===== config.mk =====
export PLATFORM = sky130hd
export DESIGN_NAME = body_integrator
export DESIGN_NICKNAME = d
export VERILOG_FILES = /design/src/rtl/nbody_pkg.sv /design/src/rtl/body_integrator_sat_mac.sv /design/src/rtl/body_integrator.sv
export SDC_FILE = /design/constraint.sdc
export NUM_CORES = 1
export LEC_CHECK = 0
export ABC_CLOCK_PERIOD_IN_PS = 8410
export CELL_PAD_IN_SITES_DETAIL_PLACEMENT = 1
export CELL_PAD_IN_SITES_GLOBAL_PLACEMENT = 1
export CORE_ASPECT_RATIO = 1.75
export CORE_UTILIZATION = 44
export CTS_CLUSTER_SIZE = 10
export DETAILED_ROUTE_END_ITERATION = 8
export GPL_TIMING_DRIVEN = 0
export HOLD_SLACK_MARGIN = 0.02
export PLACE_DENSITY_LB_ADDON = 0.1
export SYNTH_ARGS = -nofsm -noshare
export SYNTH_HDL_FRONTEND = slang
export SYNTH_SLANG_ARGS = --single-unit

===== constraint.sdc =====
create_clock -name clk -period 8.41 [get_ports clk]
set_input_delay 1.682 -clock clk [delete_from_list [all_inputs] [get_ports clk]]
set_output_delay 1.682 -clock clk [all_outputs]
set_load 0.005 [all_outputs]

===== src/rtl/nbody_pkg.sv =====
// Shared types for the n-body engine: body and force record layouts, the
// integrator state encoding and the 16-bit saturating clamp.
package nbody_pkg;

    typedef struct packed {
        logic signed [15:0] x;
        logic signed [15:0] y;
        logic signed [15:0] vx;
        logic signed [15:0] vy;
        logic        [15:0] mass;
    } body_t;

    typedef struct packed {
        logic        [15:0] pad;
        logic signed [31:0] fx;
        logic signed [31:0] fy;
    } force_rec_t;

    localparam int FORCE_BASE_DEFAULT = 400;

    typedef enum logic [3:0] {
        S_IDLE,
        S_RD_BODY,
        S_LATCH_BODY,
        S_RD_FORCE,
        S_LATCH_FORCE,
        S_CALC_V,
        S_CALC_X,
        S_WRITE,
        S_NEXT,
        S_DONE
    } state_t;

    function automatic logic signed [15:0] sat16(input logic signed [48:0] v);
        if (v > 49'sd32767)
            return 16'sh7fff;
        else if (v < -49'sd32768)
            return 16'sh8000;
        else
            return v[15:0];
    endfunction

endpackage


===== src/rtl/body_integrator_sat_mac.sv =====
// Saturating multiply-accumulate: out = sat16(acc + ((a*b) >>> FRAC)).
// The shift floors toward -inf; no rounding offset is added.
module sat_mac
    import nbody_pkg::*;
#(
    parameter int FRAC = 12
) (
    input  logic signed [31:0] a,
    input  logic signed [15:0] b,
    input  logic signed [15:0] acc,
    output logic signed [15:0] out
);

    logic signed [47:0] prod;
    logic signed [47:0] scaled;
    logic signed [48:0] sum;

    always_comb begin
        prod   = 48'(a) * 48'(b);
        scaled = prod >>> FRAC;
        sum    = 49'(scaled) + 49'(acc);
        out    = sat16(sum);
    end

endmodule


===== src/rtl/body_integrator.sv =====
// Semi-implicit Euler timestep pass: for each body read body and force record,
// update velocity then position with the new velocity, and write the body back.
module body_integrator
    import nbody_pkg::*;
#(
    parameter int N          = 16,
    parameter int ADDR_WIDTH = 15,
    parameter int FORCE_BASE = FORCE_BASE_DEFAULT,
    parameter int DT_NUM     = 41,
    parameter int FRAC       = 12
) (
    input  logic                  clk,
    input  logic                  reset,
    input  logic                  start,
    output logic                  done,
    output logic [ADDR_WIDTH-1:0] mem_addr,
    output logic                  mem_wr_en,
    output logic [79:0]           mem_wr_data,
    input  logic [79:0]           mem_rd_data
);

    localparam int IW = (N > 1) ? $clog2(N) : 1;
    localparam logic signed [15:0] DT = 16'(DT_NUM);

    state_t             state;
    logic [IW-1:0]      idx;
    body_t              body;
    logic signed [31:0] fx;
    logic signed [31:0] fy;
    force_rec_t         frc;

    logic               calc_x;
    logic signed [31:0] mac_ax, mac_ay;
    logic signed [15:0] acc_x, acc_y, res_x, res_y;

    assign frc = force_rec_t'(mem_rd_data);

    // One MAC per axis, shared: CALC_V integrates force into v, CALC_X integrates v into x.
    always_comb begin
        calc_x = (state == S_CALC_X);
        mac_ax = calc_x ? 32'(body.vx) : fx;
        mac_ay = calc_x ? 32'(body.vy) : fy;
        acc_x  = calc_x ? body.x : body.vx;
        acc_y  = calc_x ? body.y : body.vy;
    end

    sat_mac #(.FRAC(FRAC)) u_mac_x (.a(mac_ax), .b(DT), .acc(acc_x), .out(res_x));
    sat_mac #(.FRAC(FRAC)) u_mac_y (.a(mac_ay), .b(DT), .acc(acc_y), .out(res_y));

    // NOTE: all state is updated with non-blocking assignments so every register samples pre-edge values.
    always_ff @(posedge clk) begin
        if (reset) begin
            state <= S_IDLE;
            idx   <= '0;
            body  <= '0;
            fx    <= '0;
            fy    <= '0;
        end else begin
            case (state)
                S_IDLE, S_DONE: if (start) state <= S_RD_BODY;
                S_RD_BODY:      state <= S_LATCH_BODY;
                S_LATCH_BODY: begin
                    body  <= body_t'(mem_rd_data);
                    state <= S_RD_FORCE;
                end
                S_RD_FORCE:     state <= S_LATCH_FORCE;
                S_LATCH_FORCE: begin
                    fx    <= frc.fx;
                    fy    <= frc.fy;
                    state <= S_CALC_V;
                end
                S_CALC_V: begin
                    body.vx <= res_x;
                    body.vy <= res_y;
                    state   <= S_CALC_X;
                end
                S_CALC_X: begin
                    body.x <= res_x;
                    body.y <= res_y;
                    state  <= S_WRITE;
                end
                S_WRITE:        state <= S_NEXT;
                S_NEXT: begin
                    if (idx == IW'(N - 1)) begin
                        idx   <= '0;
                        state <= S_DONE;
                    end else begin
                        idx   <= idx + 1'b1;
                        state <= S_RD_BODY;
                    end
                end
                default:        state <= S_IDLE;
            endcase
        end
    end

    // NOTE: every output gets a default first so this decode cannot infer latches.
    always_comb begin
        mem_addr    = '0;
        mem_wr_en   = 1'b0;
        mem_wr_data = '0;
        done        = 1'b0;
        case (state)
            S_RD_BODY:  mem_addr = ADDR_WIDTH'(idx);
            S_RD_FORCE: mem_addr = ADDR_WIDTH'(FORCE_BASE) + ADDR_WIDTH'(idx);
            S_WRITE: begin
                mem_addr    = ADDR_WIDTH'(idx);
                // A reset arriving during WRITE must not let the half-finished body reach RAM.
                mem_wr_en   = !reset;
                mem_wr_data = body;
            end
            S_DONE:     done = 1'b1;
            default:    ;
        endcase
    end

endmodule


## After elaboration in Yosys (flattened, before gate mapping)

Index checks and enable logic that the tools add are counted.

- Bits in registers: 152
- Output and inout bits: 97
- Logic and storage cells: 54

- $add $sub $neg: 4
- $mul: 2
- $lt $le $gt $ge: 4
- Eq/ne operators: 11
- Mux-type cells: 18
- Reductions and logical operators: 6

Operator list:

| operator | number |
|---|---|
| $pmux 32 s2 | 2 |
| $gt 49x16->1 const B | 2 |
| $lt 49x16->1 const B | 2 |
| $mux 16 | 6 |
| $mux 80 | 1 |
| $mul 32x7->39 const B | 2 |
| $mux 32 | 2 |
| $add 27x16->28 | 2 |
| $pmux 4 s9 | 1 |
| $pmux 10 s2 | 1 |
| $eq 4x3->1 const B | 4 |
| $eq 4x4->1 const B | 3 |
| $mux 4 | 3 |
| $add 9x4->10 const A | 1 |
| $eq 4x2->1 const B | 2 |
| $add 4x1->4 const B | 1 |
| $eq 4x1->1 const B | 1 |
| $logic_not 4->1 | 1 |
| $reduce_bool 2->1 | 2 |
| $reduce_or 2->1 | 2 |
| $mux 1 | 2 |
| $ne 2x2->1 const B | 1 |
| $logic_not 1->1 | 1 |

## Longest topological paths before layout

Gate-level depths: netlist of the first run.

- Depth after elaboration: 8
- Gate-level depth with buffers: 36
- Mapped depth without buffers: 32

## Hierarchy

A second synthesis of the first run with hierarchy kept.

- Cell total of the unflattened synthesis: 5,642
- Area total of the unflattened synthesis: 46,719.8 µm²

Modules (own cells, without submodules):

| module | instances | cells each | area an instance (µm²) | sequential area each (µm²) |
|---|---|---|---|---|
| sat_mac (u_mac_x) | 1 | 2,320 | 19,735.2 | 0.0 |
| sat_mac (u_mac_y) | 1 | 2,238 | 19,316.0 | 0.0 |
| body_integrator | 1 | 1,084 | 7,668.6 | 3,042.9 |

## Worst setup path before layout of the first run

Ideal clock, no wire load.

- Path kind: flip-flop to flip-flop
- Start: reg state[2]
- End: reg body[19] (netlist name)
- Setup time: 0.086 ns
- Data arrival time: 7.451 ns
- Data required time: 8.324 ns
- Path slack: 0.873 ns
- Stages on the path, launching flop included: 34
- Path buffers: 6
- Clock period less this slack: 7.537 ns
- Cells stage by stage: dfxtp_1 -> buf_2 -> nand4bb_1 -> clkbuf_1 -> clkbuf_1 -> clkbuf_1 -> mux2_2 -> ha_1 -> ha_1 -> ha_1 -> xor2_1 -> ha_1 -> a21oi_1 -> o21ai_0 -> a221oi_1 -> nor4b_2 -> o211ai_1 -> a31oi_1 -> o21ai_1 -> a21oi_1 -> a21oi_1 -> xnor2_1 -> ha_1 -> clkbuf_1 -> a21oi_1 -> o21ai_1 -> or3_1 -> o21ai_0 -> xnor2_1 -> nand4_1 -> o41ai_4 -> buf_6 -> nand2_1 -> a221oi_2

- Longest elaborated chain between the ends: 8
- Elaborated cells on any way between the ends: 13
- Those cells by class: add/sub: 1; mul: 1; order compare: 2; eq/ne: 3; mux: 5; reduce/logical: 1

RTL lines:

| element | line | text |
|---|---|---|
| start, declared | body_integrator.sv:25 | `state_t state;` |
| start signal, assigned | body_integrator.sv:53 | `state <= S_IDLE;` |
| start signal, assigned | body_integrator.sv:60 | `S_IDLE, S_DONE: if (start) state <= S_RD_BODY;` |
| start signal, assigned | body_integrator.sv:61 | `S_RD_BODY: state <= S_LATCH_BODY;` |
| $eq 4x3->1 | body_integrator.sv:40 | `calc_x = (state == S_CALC_X);` |
| $mux 32 | body_integrator.sv:42 | `mac_ay = calc_x ? 32'(body.vy) : fy;` |
| $mul 32x7->39 | body_integrator_sat_mac.sv:19 | `prod = 48'(a) * 48'(b);` |
| $add 27x16->28 | body_integrator_sat_mac.sv:21 | `sum = 49'(scaled) + 49'(acc);` |
| $lt 49x16->1 | nbody_pkg.sv:37 | `else if (v < -49'sd32768)` |
| $mux 16 | nbody_pkg.sv:37 |  |
| $mux 16 | nbody_pkg.sv:35 | `if (v > 49'sd32767)` |
| $pmux 32 s2 | body_integrator.sv:59 | `case (state)` |
| end signal, assigned | body_integrator.sv:63 | `body <= body_t'(mem_rd_data);` |
| end, declared | body_integrator.sv:27 | `body_t body;` |

Several ways; a longest one is shown, not always the timed one.
A chain may end at the register's enable or synchronous reset.

## Worst setup path in the final report of the first run

- Start: reg state[2]
- End: reg body[37] (netlist name)

- Longest elaborated chain between the ends: 8
- Elaborated cells on any way between the ends: 13
- Those cells by class: add/sub: 1; mul: 1; order compare: 2; eq/ne: 3; mux: 5; reduce/logical: 1

RTL lines:

| element | line | text |
|---|---|---|
| $eq 4x3->1 | body_integrator.sv:40 |  |
| $mux 32 | body_integrator.sv:41 | `mac_ax = calc_x ? 32'(body.vx) : fx;` |
| $mul 32x7->39 | body_integrator_sat_mac.sv:19 |  |
| $add 27x16->28 | body_integrator_sat_mac.sv:21 |  |
| $lt 49x16->1 | nbody_pkg.sv:37 |  |
| $mux 16 | nbody_pkg.sv:37 |  |
| $mux 16 | nbody_pkg.sv:35 |  |
| $pmux 32 s2 | body_integrator.sv:59 |  |

Several ways; a longest one is shown, not always the timed one.

==> results of run 1 <==
registers in the layout, summed over array words and instances, names as in the netlist:
name / count
fy: 32
state: 4
body: 80
idx: 4
fx: 32
report_power, final:
part / switching [W] / internal (W)
Combinational: 0.000535 / 0.000332
Clock: 0.000388 / 0.000392
Sequential: 0.0000504 / 0.000761
Total: 0.000973 / 0.00149
per-stage QoR:
step           setup slack (ns)  setup TNS [ns]  instance area, um2  power, W
6_report                  0.277               0               21200   0.00246
5_1_grt                -0.00805        -0.00805               21200   0.00255
4_1_cts                0.000606               0               21000   0.00243
3_5_place_dp              -2.18         -127.30               20000   0.00163
3_3_place_gp              -1.96         -112.44               20000   0.00160
2_1_floorplan             0.873               0               17700   0.00134
per-layer routing:
| layer | global-route usage, % | wire, um |
|---|---|---|
| met1 | 32.5 | 24300 |
| met2 | 68.0 | 38300 |
| met3 | 3.62 | 2280 |
| met5 | 0 | 11 |
| met4 | 28.2 | 6050 |
how the worst max path moves through the flow:
stage	end	slack [ns]
after global routing	body[37]	-0.008
after CTS	body[19]	0.0006
after floorplan	body[19]	0.87
after detailed placement	body[75]	-2.18
final	body[37]	0.28
after global placement	body[45]	-1.96
timing repair:
item	in CTS	in global routing
setup endpoints to repair	64	62
setup buffers	6	3
pin swaps	9	11
gates resized for setup	94	55
synth_stat cells (17+ instances only):
master,n,area [um2]
sky130_fd_sc_hd__mux2_2,78,878
sky130_fd_sc_hd__xnor2_1,62,543
sky130_fd_sc_hd__nor2_1,73,274
sky130_fd_sc_hd__fa_1,54,1080
sky130_fd_sc_hd__xor2_1,36,315
sky130_fd_sc_hd__o21ai_0,83,415
sky130_fd_sc_hd__clkbuf_1,88,330
sky130_fd_sc_hd__nand3_1,27,135
sky130_fd_sc_hd__ha_1,259,3240
sky130_fd_sc_hd__nand2_1,299,1120
sky130_fd_sc_hd__a21oi_1,235,1180
sky130_fd_sc_hd__buf_4,17,128
sky130_fd_sc_hd__and3_1,28,175
sky130_fd_sc_hd__a221oi_2,19,285
sky130_fd_sc_hd__a21o_1,51,383
sky130_fd_sc_hd__and2_1,94,588
sky130_fd_sc_hd__dfxtp_1,152,3040
sky130_fd_sc_hd__a221oi_1,36,315
sky130_fd_sc_hd__inv_1,234,878
sky130_fd_sc_hd__nor3_1,22,110
sky130_fd_sc_hd__nand4_1,18,113
sky130_fd_sc_hd__nor2b_1,31,194
cell type report:
cell class | count | area [um2] | area share [%]
clock inverters | 14 | 135 | 0.637
diodes | 3 | 7.51 | 0.0354
well taps | 490 | 613 | 2.89
plain buffers | 112 | 611 | 2.88
repair buffers | 180 | 1780 | 8.38
clock buffers | 18 | 429 | 2.02
inverters | 234 | 878 | 4.14
flip-flops and latches | 152 | 3050 | 14.3
multi-input cells | 1735 | 13700 | 64.7
cells by family after synthesis:
kind of cell / Yosys count
buffers and inverters: 351
AOI/OAI and AO/OA: 574
muxes: 88
and+or+nand+nor: 654
xor gates and xnor gates: 98
adders and majority gates: 313
DFF: 152
other: 1
worst min-delay path, stage by stage, from the launching register on:
cell	delay, ns
sky130_fd_sc_hd__dfxtp_1	0.31
sky130_fd_sc_hd__nand2_1	0.05
sky130_fd_sc_hd__a21oi_1	0.05
==> flow_metrics.env, run 1 <==
export IMPL_rows=96
export IMPL_synth_top_family_by_area="adder cells"
export IMPL_post_synth_mux_area_share_pct=5.54
export IMPL_post_place_cells=2899
export IMPL_share_of_post_route_cells_with_drive_strength_above_1_pct=12.3
export IMPL_path_depth=32
export IMPL_worst_hold_path_endpoint="body[14]"
export IMPL_ys_seq_area_share_pct=17.2
export IMPL_root_buffer="sky130_fd_sc_hd__clkbuf_16"
export IMPL_critPathMostFrequentCell="sky130_fd_sc_hd__ha_1"
export IMPL_die_width_um=154
export IMPL_largest_net_degree_at_the_start_of_global_routing=17
export IMPL_postSynthAreaPerCell_um2=7.92
export IMPL_fin_cells=2938
export IMPL_power_density_cell_area_nw_per_um2=116
export IMPL_maxClockFrequency_ghz=0.123
export IMPL_outcome="finished, final reports clean"
export IMPL_synthXorXnorAreaFrac_pct=4.86
export IMPL_worstSkewPairLatency_ns=0.47
export IMPL_power_ir_vdd_worst_uv=119
export IMPL_critPathSlowestCell="sky130_fd_sc_hd__a311oi_4"
export IMPL_hold_path_depth=2
export IMPL_hold_path_class="flip-flop to flip-flop"
export IMPL_gr_total_overflow=0
export IMPL_finalCriticalPeriod_ns=8.13
export IMPL_most_common_layout_cells="sky130_fd_sc_hd__nand2_1, sky130_fd_sc_hd__ha_1, sky130_fd_sc_hd__inv_1, sky130_fd_sc_hd__a21oi_1, sky130_fd_sc_hd__clkdlybuf4s50_1"
export IMPL_synth_async_reset_ratio_pct=0
export IMPL_post_cts_hold_buffer_count=0
export IMPL_initial_core_util_pct=44.9
export IMPL_fraction_of_the_mapped_netlist_area_in_compound_gates_pct=21.8
export IMPL_hold_violations=0
export IMPL_synth_seq_cells=152
export IMPL_tritoncts_num_sinks=152
export IMPL_detailedPlacementHpwl_um=59100
export IMPL_timing_setup_critical_path_class="flip-flop to flip-flop"
export IMPL_remaining_drc_errors=0
export IMPL_cts_buffers=17
export IMPL_design_die_area_um2=41000
export IMPL_buffer_ports_inserted=171
export IMPL_max_slew_margin_rel_pct=19.5
export IMPL_biggest_cell_delay_along_the_critical_path_ns=0.49
export IMPL_drtAntennaViolNets=0
export IMPL_gr_usage_all_layers_pct=34.9
export IMPL_reg2reg_depth=32
export IMPL_critical_path_buf_inv_count=5
export IMPL_clk_pin_slew_ns=0.08
export IMPL_number_of_enable_flip_flop_cells_after_synthesis=0
export IMPL_routedWlPerCell_um=24.1
export IMPL_worst_setup_path_start_kind="flip-flop"
export IMPL_first_pass_grt_wire_length_um=108000
export IMPL_cts_path_max_buffers=2
export IMPL_leakagePower_nw=10.4
export IMPL_fill_cell_total_of_the_finished_layout=4845
export IMPL_netlist_cell_type_count=86
export IMPL_chipHeight_um=267
export IMPL_syn_area_um2=17700
export IMPL_path_max_fanout=10
export IMPL_synth_simple_gate_area_share_pct=18.1
export IMPL_required_ns=8.71
export IMPL_layout_commonest_cell="sky130_fd_sc_hd__nand2_1"
export IMPL_antenna_found_initial=3
export IMPL_cpLargestDelayFamily="compound AO/OA/AOI/OAI gates"
export IMPL_synthAdderAreaFrac_pct=24.5
export IMPL_synthesis_yosys_warnings=0
export IMPL_layout_nets=2828
export IMPL_drt_pre_antenna_iters=5
export IMPL_tightestPinTransition_ns=1.20
export IMPL_cp_startpoint="state[2]"
export IMPL_detail_route_iter0_violations=765
export IMPL_maximum_clock_skew_at_final_layout_ns=0.0117
export IMPL_maxSlewViolCount=0
export IMPL_layout_worst_path_cycle_share_pct=96.7
export IMPL_vias_after_detailed_routing=17390
export IMPL_detail_route_vias_per_cell=5.92
export IMPL_worst_hold_slack_ns=0.456
export IMPL_critPathCaptureType="flip-flop"
export IMPL_timing_critical_path_arrival_ns=8.43
export IMPL_area_growth_syn_to_layout_pct=20.1
export IMPL_synth_top_flop_cell="sky130_fd_sc_hd__dfxtp_1"
export IMPL_setup_viol=0
export IMPL_cts_tree="yes"
export IMPL_globalplace_congestion=0.935
export IMPL_boundaryPins=180
export IMPL_number_of_global_route_vias_before_repair=19114
export IMPL_postSynthCellCount=2231
export IMPL_cap_violations=0
export IMPL_critical_path_reg2reg_startpoint="state[2]"
export IMPL_drt_wl_total_um=70900
export IMPL_rr_endpoint="body[37]"
export IMPL_clock_tree_htree_level_count=4
export IMPL_reg2reg_slack_ns=0.28
export IMPL_core_area_um2=39400
export IMPL_final_core_utilization_pct=53.9
export IMPL_min_from="body[14]"
Note: power is estimated with default switching activity, not from simulation.
==> run 2, diff against run 1 <==
--- a/config.mk
+++ b/config.mk
@@ -5,16 +5,17 @@
 export SDC_FILE = /design/constraint.sdc
 export NUM_CORES = 1
 export LEC_CHECK = 0
+export ABC_AREA = 1
 export ABC_CLOCK_PERIOD_IN_PS = 8410
 export CELL_PAD_IN_SITES_DETAIL_PLACEMENT = 1
 export CELL_PAD_IN_SITES_GLOBAL_PLACEMENT = 1
 export CORE_ASPECT_RATIO = 1.75
-export CORE_UTILIZATION = 44
+export CORE_UTILIZATION = 42
 export CTS_CLUSTER_SIZE = 10
 export DETAILED_ROUTE_END_ITERATION = 8
-export GPL_TIMING_DRIVEN = 0
 export HOLD_SLACK_MARGIN = 0.02
 export PLACE_DENSITY_LB_ADDON = 0.1
+export SKIP_LAST_GASP = 1
 export SYNTH_ARGS = -nofsm -noshare
 export SYNTH_HDL_FRONTEND = slang
 export SYNTH_SLANG_ARGS = --single-unit
==> flow_metrics.env, run 2 <==
export IMPL_outcome="finished, final reports clean"
export IMPL_worstSkewPairLatency_ns=0.45
export IMPL_critPathSlowestCell="sky130_fd_sc_hd__ha_2"
export IMPL_boundaryPins=180
export IMPL_final_core_utilization_pct=49.0
export IMPL_critPathCaptureType="flip-flop"
export IMPL_postSynthCellCount=3052
export IMPL_max_slew_margin_rel_pct=30.3
export IMPL_critical_path_reg2reg_startpoint="state[2]"
export IMPL_syn_area_um2=19000
export IMPL_synth_seq_cells=152
export IMPL_drt_wl_total_um=82800
export IMPL_leakagePower_nw=11.5
export IMPL_totalNegativeSetupSlack_ns=0
export IMPL_cts_buffers=17
export IMPL_maximum_clock_skew_at_final_layout_ns=0.0131
export IMPL_rr_endpoint="body[32]"
export IMPL_remaining_drc_errors=0
export IMPL_core_area_um2=44400
export IMPL_comb_power_share_pct=63.3
export IMPL_biggestRegsByFlops="body (80), fx (32), fy (32)"
export IMPL_chipHeight_um=283
export IMPL_detail_route_vias_per_cell=5.47
export IMPL_largest_register_ff_count=80
export IMPL_fin_cells=3752
export IMPL_setup_viol=0
export IMPL_timing_setup_critical_path_class="flip-flop to flip-flop"
export IMPL_share_of_post_route_cells_with_drive_strength_above_1_pct=3.18
export IMPL_largest_net_degree_at_the_start_of_global_routing=150
export IMPL_rows=102
export IMPL_clock_tree_htree_level_count=4
export IMPL_fill_cell_total_of_the_finished_layout=6068
export IMPL_synth_top_flop_cell="sky130_fd_sc_hd__dfxtp_1"
export IMPL_area_growth_syn_to_layout_pct=14.8
export IMPL_worst_hold_path_endpoint="body[3]"
export IMPL_clkPwrFrac_pct=16.8
export IMPL_internal_power_w=0.00223
export IMPL_die_width_um=163
export IMPL_multi_input_comb_area_um2=13300
export IMPL_maxClockFrequency_ghz=0.124
export IMPL_worst_setup_path_start_kind="flip-flop"
export IMPL_initial_core_util_pct=42.7
export IMPL_sequential_power_share_pct=19.9
export IMPL_detail_route_iter0_violations=871
export IMPL_hold_violations=0
export IMPL_hold_path_class="flip-flop to flip-flop"
export IMPL_number_of_global_route_vias_before_repair=22185
export IMPL_layout_commonest_cell="sky130_fd_sc_hd__nand2_1"
export IMPL_power_ir_vdd_worst_uv=211
export IMPL_reg2reg_slack_ns=0.32
export IMPL_clk_pin_slew_ns=0.07
export IMPL_required_ns=8.72
export IMPL_netlist_cell_type_count=51
export IMPL_layout_nets=3558
export IMPL_switching_share_pct=53.0
export IMPL_vias_after_detailed_routing=20540
export IMPL_buffer_ports_inserted=171
export IMPL_reg2reg_depth=42
export IMPL_layout_worst_path_cycle_share_pct=96.2
export IMPL_routedWlPerCell_um=22.1
export IMPL_synth_largest_type_area_fraction_pct=17.1
export IMPL_first_pass_grt_wire_length_um=124000
export IMPL_cts_tree="yes"
export IMPL_rsz0062_at_grt="no"
export IMPL_drtAntennaViolNets=0
export IMPL_min_from="body[3]"
export IMPL_post_place_cells=3714
export IMPL_gr_total_overflow=0
export IMPL_hold_path_depth=2
export IMPL_tritoncts_num_sinks=152
export IMPL_register_area_um2=3040
export IMPL_globalplace_congestion=1.05
export IMPL_timing_critical_path_arrival_ns=8.40
export IMPL_postSynthAreaPerCell_um2=6.22
export IMPL_post_synth_top_area_cell="sky130_fd_sc_hd__ha_1"
export IMPL_yosysMostFrequentCell="sky130_fd_sc_hd__nand2_1"
export IMPL_power_total_w=0.00475
export IMPL_synth_async_reset_ratio_pct=0
export IMPL_gr_usage_all_layers_pct=36.0
export IMPL_tightestPinTransition_ns=1.05
export IMPL_max_flop_register="body"
export IMPL_maxSlewViolCount=0
export IMPL_design_die_area_um2=46100
export IMPL_cap_violations=0
export IMPL_most_common_layout_cells="sky130_fd_sc_hd__nand2_1, sky130_fd_sc_hd__inv_1, sky130_fd_sc_hd__nor2_1, sky130_fd_sc_hd__a21oi_1, sky130_fd_sc_hd__ha_1"
export IMPL_synthesis_yosys_warnings=0
export IMPL_postCtsSetupRepairBufs=0
export IMPL_cts_path_max_buffers=2
export IMPL_root_buffer="sky130_fd_sc_hd__clkbuf_16"
export IMPL_antenna_found_initial=8
export IMPL_p_sw_w=0.00252
export IMPL_path_max_fanout=30
export IMPL_finalCriticalPeriod_ns=8.09
export IMPL_ys_seq_area_share_pct=16.0
export IMPL_critPathMostFrequentCell="sky130_fd_sc_hd__nand2_1"
export IMPL_biggest_cell_delay_along_the_critical_path_ns=0.52
export IMPL_drt_pre_antenna_iters=5
export IMPL_number_of_enable_flip_flop_cells_after_synthesis=0
export IMPL_yosys_top_cells_count="sky130_fd_sc_hd__nand2_1, sky130_fd_sc_hd__inv_1, sky130_fd_sc_hd__nor2_1"
export IMPL_netlist_top_cells_area="sky130_fd_sc_hd__ha_1, sky130_fd_sc_hd__dfxtp_1, sky130_fd_sc_hd__nand2_1, sky130_fd_sc_hd__inv_1, sky130_fd_sc_hd__a21oi_1"
export IMPL_power_density_cell_area_nw_per_um2=218
export IMPL_detailedPlacementHpwl_um=68900
-- run 2: cell types whose count changed in the layout (fill, tap and decap cells not counted), moves of 69 or more --
| cell | previous run | this run |
|---|---|---|
| sky130_fd_sc_hd__and2_1 | 94 | 2 |
| sky130_fd_sc_hd__inv_1 | 234 | 580 |
| sky130_fd_sc_hd__mux2_2 | 78 | 0 |
| sky130_fd_sc_hd__nand2_1 | 298 | 680 |
| sky130_fd_sc_hd__nand3_1 | 26 | 95 |
| sky130_fd_sc_hd__nor2_1 | 72 | 312 |
| sky130_fd_sc_hd__o21ai_0 | 74 | 233 |
-- run 2: cell type report --
type	instances	share of cell area, %
clock buffers	20	2.05
well taps	572	3.29
repair buffers	188	8.59
diodes	5	0.0574
clock inverters	12	0.655
multi-input cells	2216	61.3
flip-flops and latches	152	14.0
inverters	587	10.1
-- run 2: power groups by stage --
stage | clock, W | sequential, W | combinational [W]
after floorplan | 0 | 0.000929 | 0.00201
after global placement | 0 | 0.000951 | 0.00286
after detailed placement | 0 | 0.000957 | 0.00294
after CTS | 0.000797 | 0.000944 | 0.00297
after global routing | 0.000821 | 0.000960 | 0.00329
final | 0.000798 | 0.000946 | 0.00301
-- run 2: cells by family (layout without fill, tap and decap cells) --
family / Yosys count / count (layout) / share of synthesized area [%]
buffers and inverters: 691 / 807 / 14.0
XOR/XNOR: 91 / 91 / 4.20
adder cells (fa/ha/maj): 313 / 313 / 22.8
AO/OA/AOI/OAI: 613 / 613 / 17.4
other: 1 / 13 / 0.0198
AND/OR/NAND/NOR: 1191 / 1191 / 25.5
flip-flops: 152 / 152 / 16.0
-- run 2: worst max-delay path: cells and delay by family, from the launching register on --
family	cells	cell delay, ns
AOI/OAI and AO/OA	2	0.36
xor gates and xnor gates	1	0.08
buffers and inverters	9	1.42
adders and majority gates	5	1.91
DFF	1	0.32
and+or+nand+nor	25	3.80
-- run 2: layer usage --
layer  global-route usage [%]  wire length (um)  share of wire [%]  up-vias
met5                        0                41              0.050        -
met4                     35.7              9230                 11        6
met3                     5.36              2910                3.5      304
met2                     68.9             44900                 54      527
met1                     30.0             25700                 31     9797
li1                         -                 -                  -     9906
-- run 2: worst max-delay path by stage --
stage               slack (ns)  endpoint  depth (start not counted)     start
detailed placement        0.30  body[67]                         40  state[2]
global route             0.005  body[57]                         39  state[2]
CTS                       0.24  body[67]                         40  state[2]
finish                    0.32  body[32]                         42  state[2]
global placement          0.56  body[69]                         40  state[2]
floorplan                 2.39  body[60]                         42  state[1]
-- run 2: metrics by stage --
| step | hold WS [ns] | setup WS [ns] | cell area, um2 |
|---|---|---|---|
| 3_5_place_dp | 0.449 | 0.296 | 21100 |
| 3_3_place_gp | 0.442 | 0.561 | 21100 |
| 6_report | 0.459 | 0.318 | 21800 |
| 4_1_cts | 0.460 | 0.243 | 21700 |
| 2_1_floorplan | 0.425 | 2.39 | 19000 |
| 5_1_grt | 0.478 | 0.00466 | 21800 |
-- run 2: timing repair --
item	4_1_cts	5_1_grt
resized for setup	0	6
hold buffers	0	0
setup endpoints to repair	0	30
==> run 3, diff against run 2 <==
--- a/config.mk
+++ b/config.mk
@@ -10,12 +10,14 @@
 export CELL_PAD_IN_SITES_DETAIL_PLACEMENT = 1
 export CELL_PAD_IN_SITES_GLOBAL_PLACEMENT = 1
 export CORE_ASPECT_RATIO = 1.75
+export CORE_MARGIN = 4
 export CORE_UTILIZATION = 42
 export CTS_CLUSTER_SIZE = 10
 export DETAILED_ROUTE_END_ITERATION = 8
 export HOLD_SLACK_MARGIN = 0.02
 export PLACE_DENSITY_LB_ADDON = 0.1
 export SKIP_LAST_GASP = 1
+export SLEW_MARGIN = 20
 export SYNTH_ARGS = -nofsm -noshare
 export SYNTH_HDL_FRONTEND = slang
 export SYNTH_SLANG_ARGS = --single-unit
==> flow_metrics.env, run 3 (same netlist as run 2, synthesis figures left out) <==
export IMPL_outcome="finished, final reports clean"
export IMPL_max_slew_margin_rel_pct=29.8
export IMPL_cts_buffers=17
export IMPL_detailedPlacementHpwl_um=70600
export IMPL_pre_cts_setup_slack_ns=0.422
export IMPL_cts_tree="yes"
export IMPL_share_of_post_route_cells_with_drive_strength_above_1_pct=3.49
export IMPL_finalCriticalPeriod_ns=8.06
export IMPL_die_width_um=169
export IMPL_postCtsSetupRepairBufs=0
export IMPL_worst_hold_slack_ns=0.457
export IMPL_routedWlPerCell_um=22.3
export IMPL_drt_pre_antenna_iters=4
export IMPL_layout_nets=3567
export IMPL_critical_path_buf_inv_count=9
export IMPL_finalWorstSetupSlack_ns=0.349
export IMPL_register_area_um2=3040
export IMPL_leakagePower_nw=11.5
export IMPL_maximum_clock_skew_at_final_layout_ns=0.0132
export IMPL_buffer_ports_inserted=171
export IMPL_clock_tree_htree_level_count=4
export IMPL_hold_violations=0
export IMPL_root_buffer="sky130_fd_sc_hd__clkbuf_16"
export IMPL_initial_core_util_pct=42.6
export IMPL_maxSlewViolCount=0
export IMPL_largest_net_degree_at_the_start_of_global_routing=111
export IMPL_totalNegativeSetupSlack_ns=0
export IMPL_drt_wl_total_um=83800
export IMPL_power_total_w=0.00470
export IMPL_critPathSlowestCell="sky130_fd_sc_hd__fa_1"
export IMPL_largest_register_ff_count=80
export IMPL_hold_path_class="flip-flop to flip-flop"
export IMPL_cts_path_max_buffers=2
export IMPL_design_die_area_um2=48800
export IMPL_first_pass_grt_wire_length_um=124000
export IMPL_maxClockFrequency_ghz=0.124
export IMPL_worst_setup_path_start_kind="flip-flop"
export IMPL_post_cts_hold_buffer_count=0
export IMPL_biggest_cell_delay_along_the_critical_path_ns=0.49
export IMPL_boundaryPins=180
export IMPL_power_ir_vdd_worst_uv=409
export IMPL_tightestPinTransition_ns=1.05
export IMPL_detail_route_vias_per_cell=5.48
export IMPL_worstSkewPairLatency_ns=0.45
export IMPL_chipHeight_um=289
export IMPL_required_ns=8.71
export IMPL_clk_pin_slew_ns=0.07
export IMPL_most_common_layout_cells="sky130_fd_sc_hd__nand2_1, sky130_fd_sc_hd__inv_1, sky130_fd_sc_hd__nor2_1, sky130_fd_sc_hd__a21oi_1, sky130_fd_sc_hd__ha_1"
export IMPL_fill_cell_total_of_the_finished_layout=6116
export IMPL_tritoncts_num_sinks=152
export IMPL_drtAntennaViolNets=0
export IMPL_area_growth_syn_to_layout_pct=14.6
export IMPL_timing_critical_path_arrival_ns=8.36
export IMPL_critPathCaptureType="flip-flop"
export IMPL_antenna_found_initial=5
export IMPL_cap_violations=0
export IMPL_setup_viol=0
export IMPL_layout_worst_path_cycle_share_pct=95.8
export IMPL_max_flop_register="body"
export IMPL_detail_route_iter0_violations=784
export IMPL_timing_setup_critical_path_class="flip-flop to flip-flop"
export IMPL_layout_commonest_cell="sky130_fd_sc_hd__nand2_1"
export IMPL_remaining_drc_errors=0
export IMPL_critPathMostFrequentCell="sky130_fd_sc_hd__nand2_1"
export IMPL_biggestRegsByFlops="body (80), fx (32), fy (32)"
export IMPL_gr_total_overflow=0
export IMPL_core_area_um2=44500
export IMPL_globalplace_congestion=1.03
export IMPL_gr_usage_all_layers_pct=33.4
export IMPL_rows=102
export IMPL_multi_input_comb_area_um2=13300
export IMPL_power_density_cell_area_nw_per_um2=216
export IMPL_path_max_fanout=30
export IMPL_rsz0062_at_grt="no"
export IMPL_vias_after_detailed_routing=20607
export IMPL_final_core_utilization_pct=48.9
export IMPL_cpLargestDelayFamily="simple AND/OR/NAND/NOR gates"
export IMPL_number_of_global_route_vias_before_repair=22080
-- run 3: routing by layer --
layer | vias to the layer above | share of wire, % | GRT usage (%)
met3 | 298 | 2.9 | 3.86
met5 | - | 0.0072 | 0
li1 | 9919 | - | -
met1 | 9847 | 31 | 28.1
met2 | 541 | 54 | 65.1
met4 | 2 | 11 | 32.3
-- run 3: final timing paths --
kind                                from        to  slack (ns)  cells after the start
worst min register to register  body[11]  body[11]        0.46                      2
worst max-delay path            state[2]  body[32]        0.35                     37
worst max register to register  state[2]  body[32]        0.35                     37
worst min-delay path            body[11]  body[11]        0.46                      2
-- run 3: tightest hold or removal path, delay by kind of cell, from the launching register on --
kind / cells / cell delay (ns)
buffers and inverters: 1 / 0.06
DFF: 1 / 0.30
AOI/OAI and AO/OA: 1 / 0.05
-- run 3: cell type report --
class / instances / area share [%]
Tap cell: 572 / 3.29
Sequential cell: 152 / 14.0
Inverter: 587 / 10.1
Antenna cell: 4 / 0.0460
Clock buffer: 18 / 2.02
Timing Repair Buffer: 197 / 8.74
Multi-Input combinational cell: 2216 / 61.3
Clock inverter: 14 / 0.517
-- run 3: per-stage QoR --
stage / std cells / instance area, um2
after global routing: 3760 / 21800
after detailed placement: 3724 / 21200
final: 3760 / 21800
after floorplan: 3059 / 19000
after global placement: 3724 / 21200
after CTS: 3756 / 21700
-- run 3: report_power, final --
group	total, W	switching (W)	internal [W]
clock network	0.000747	0.000356	0.000392
registers	0.000947	0.0000840	0.000863
logic	0.00301	0.00209	0.000920
-- run 3: what timing repair did --
action                                  CTS  global route
hold endpoints to repair                  0             0
gates resized for setup                   0             5
endpoints found under the setup margin    0            30
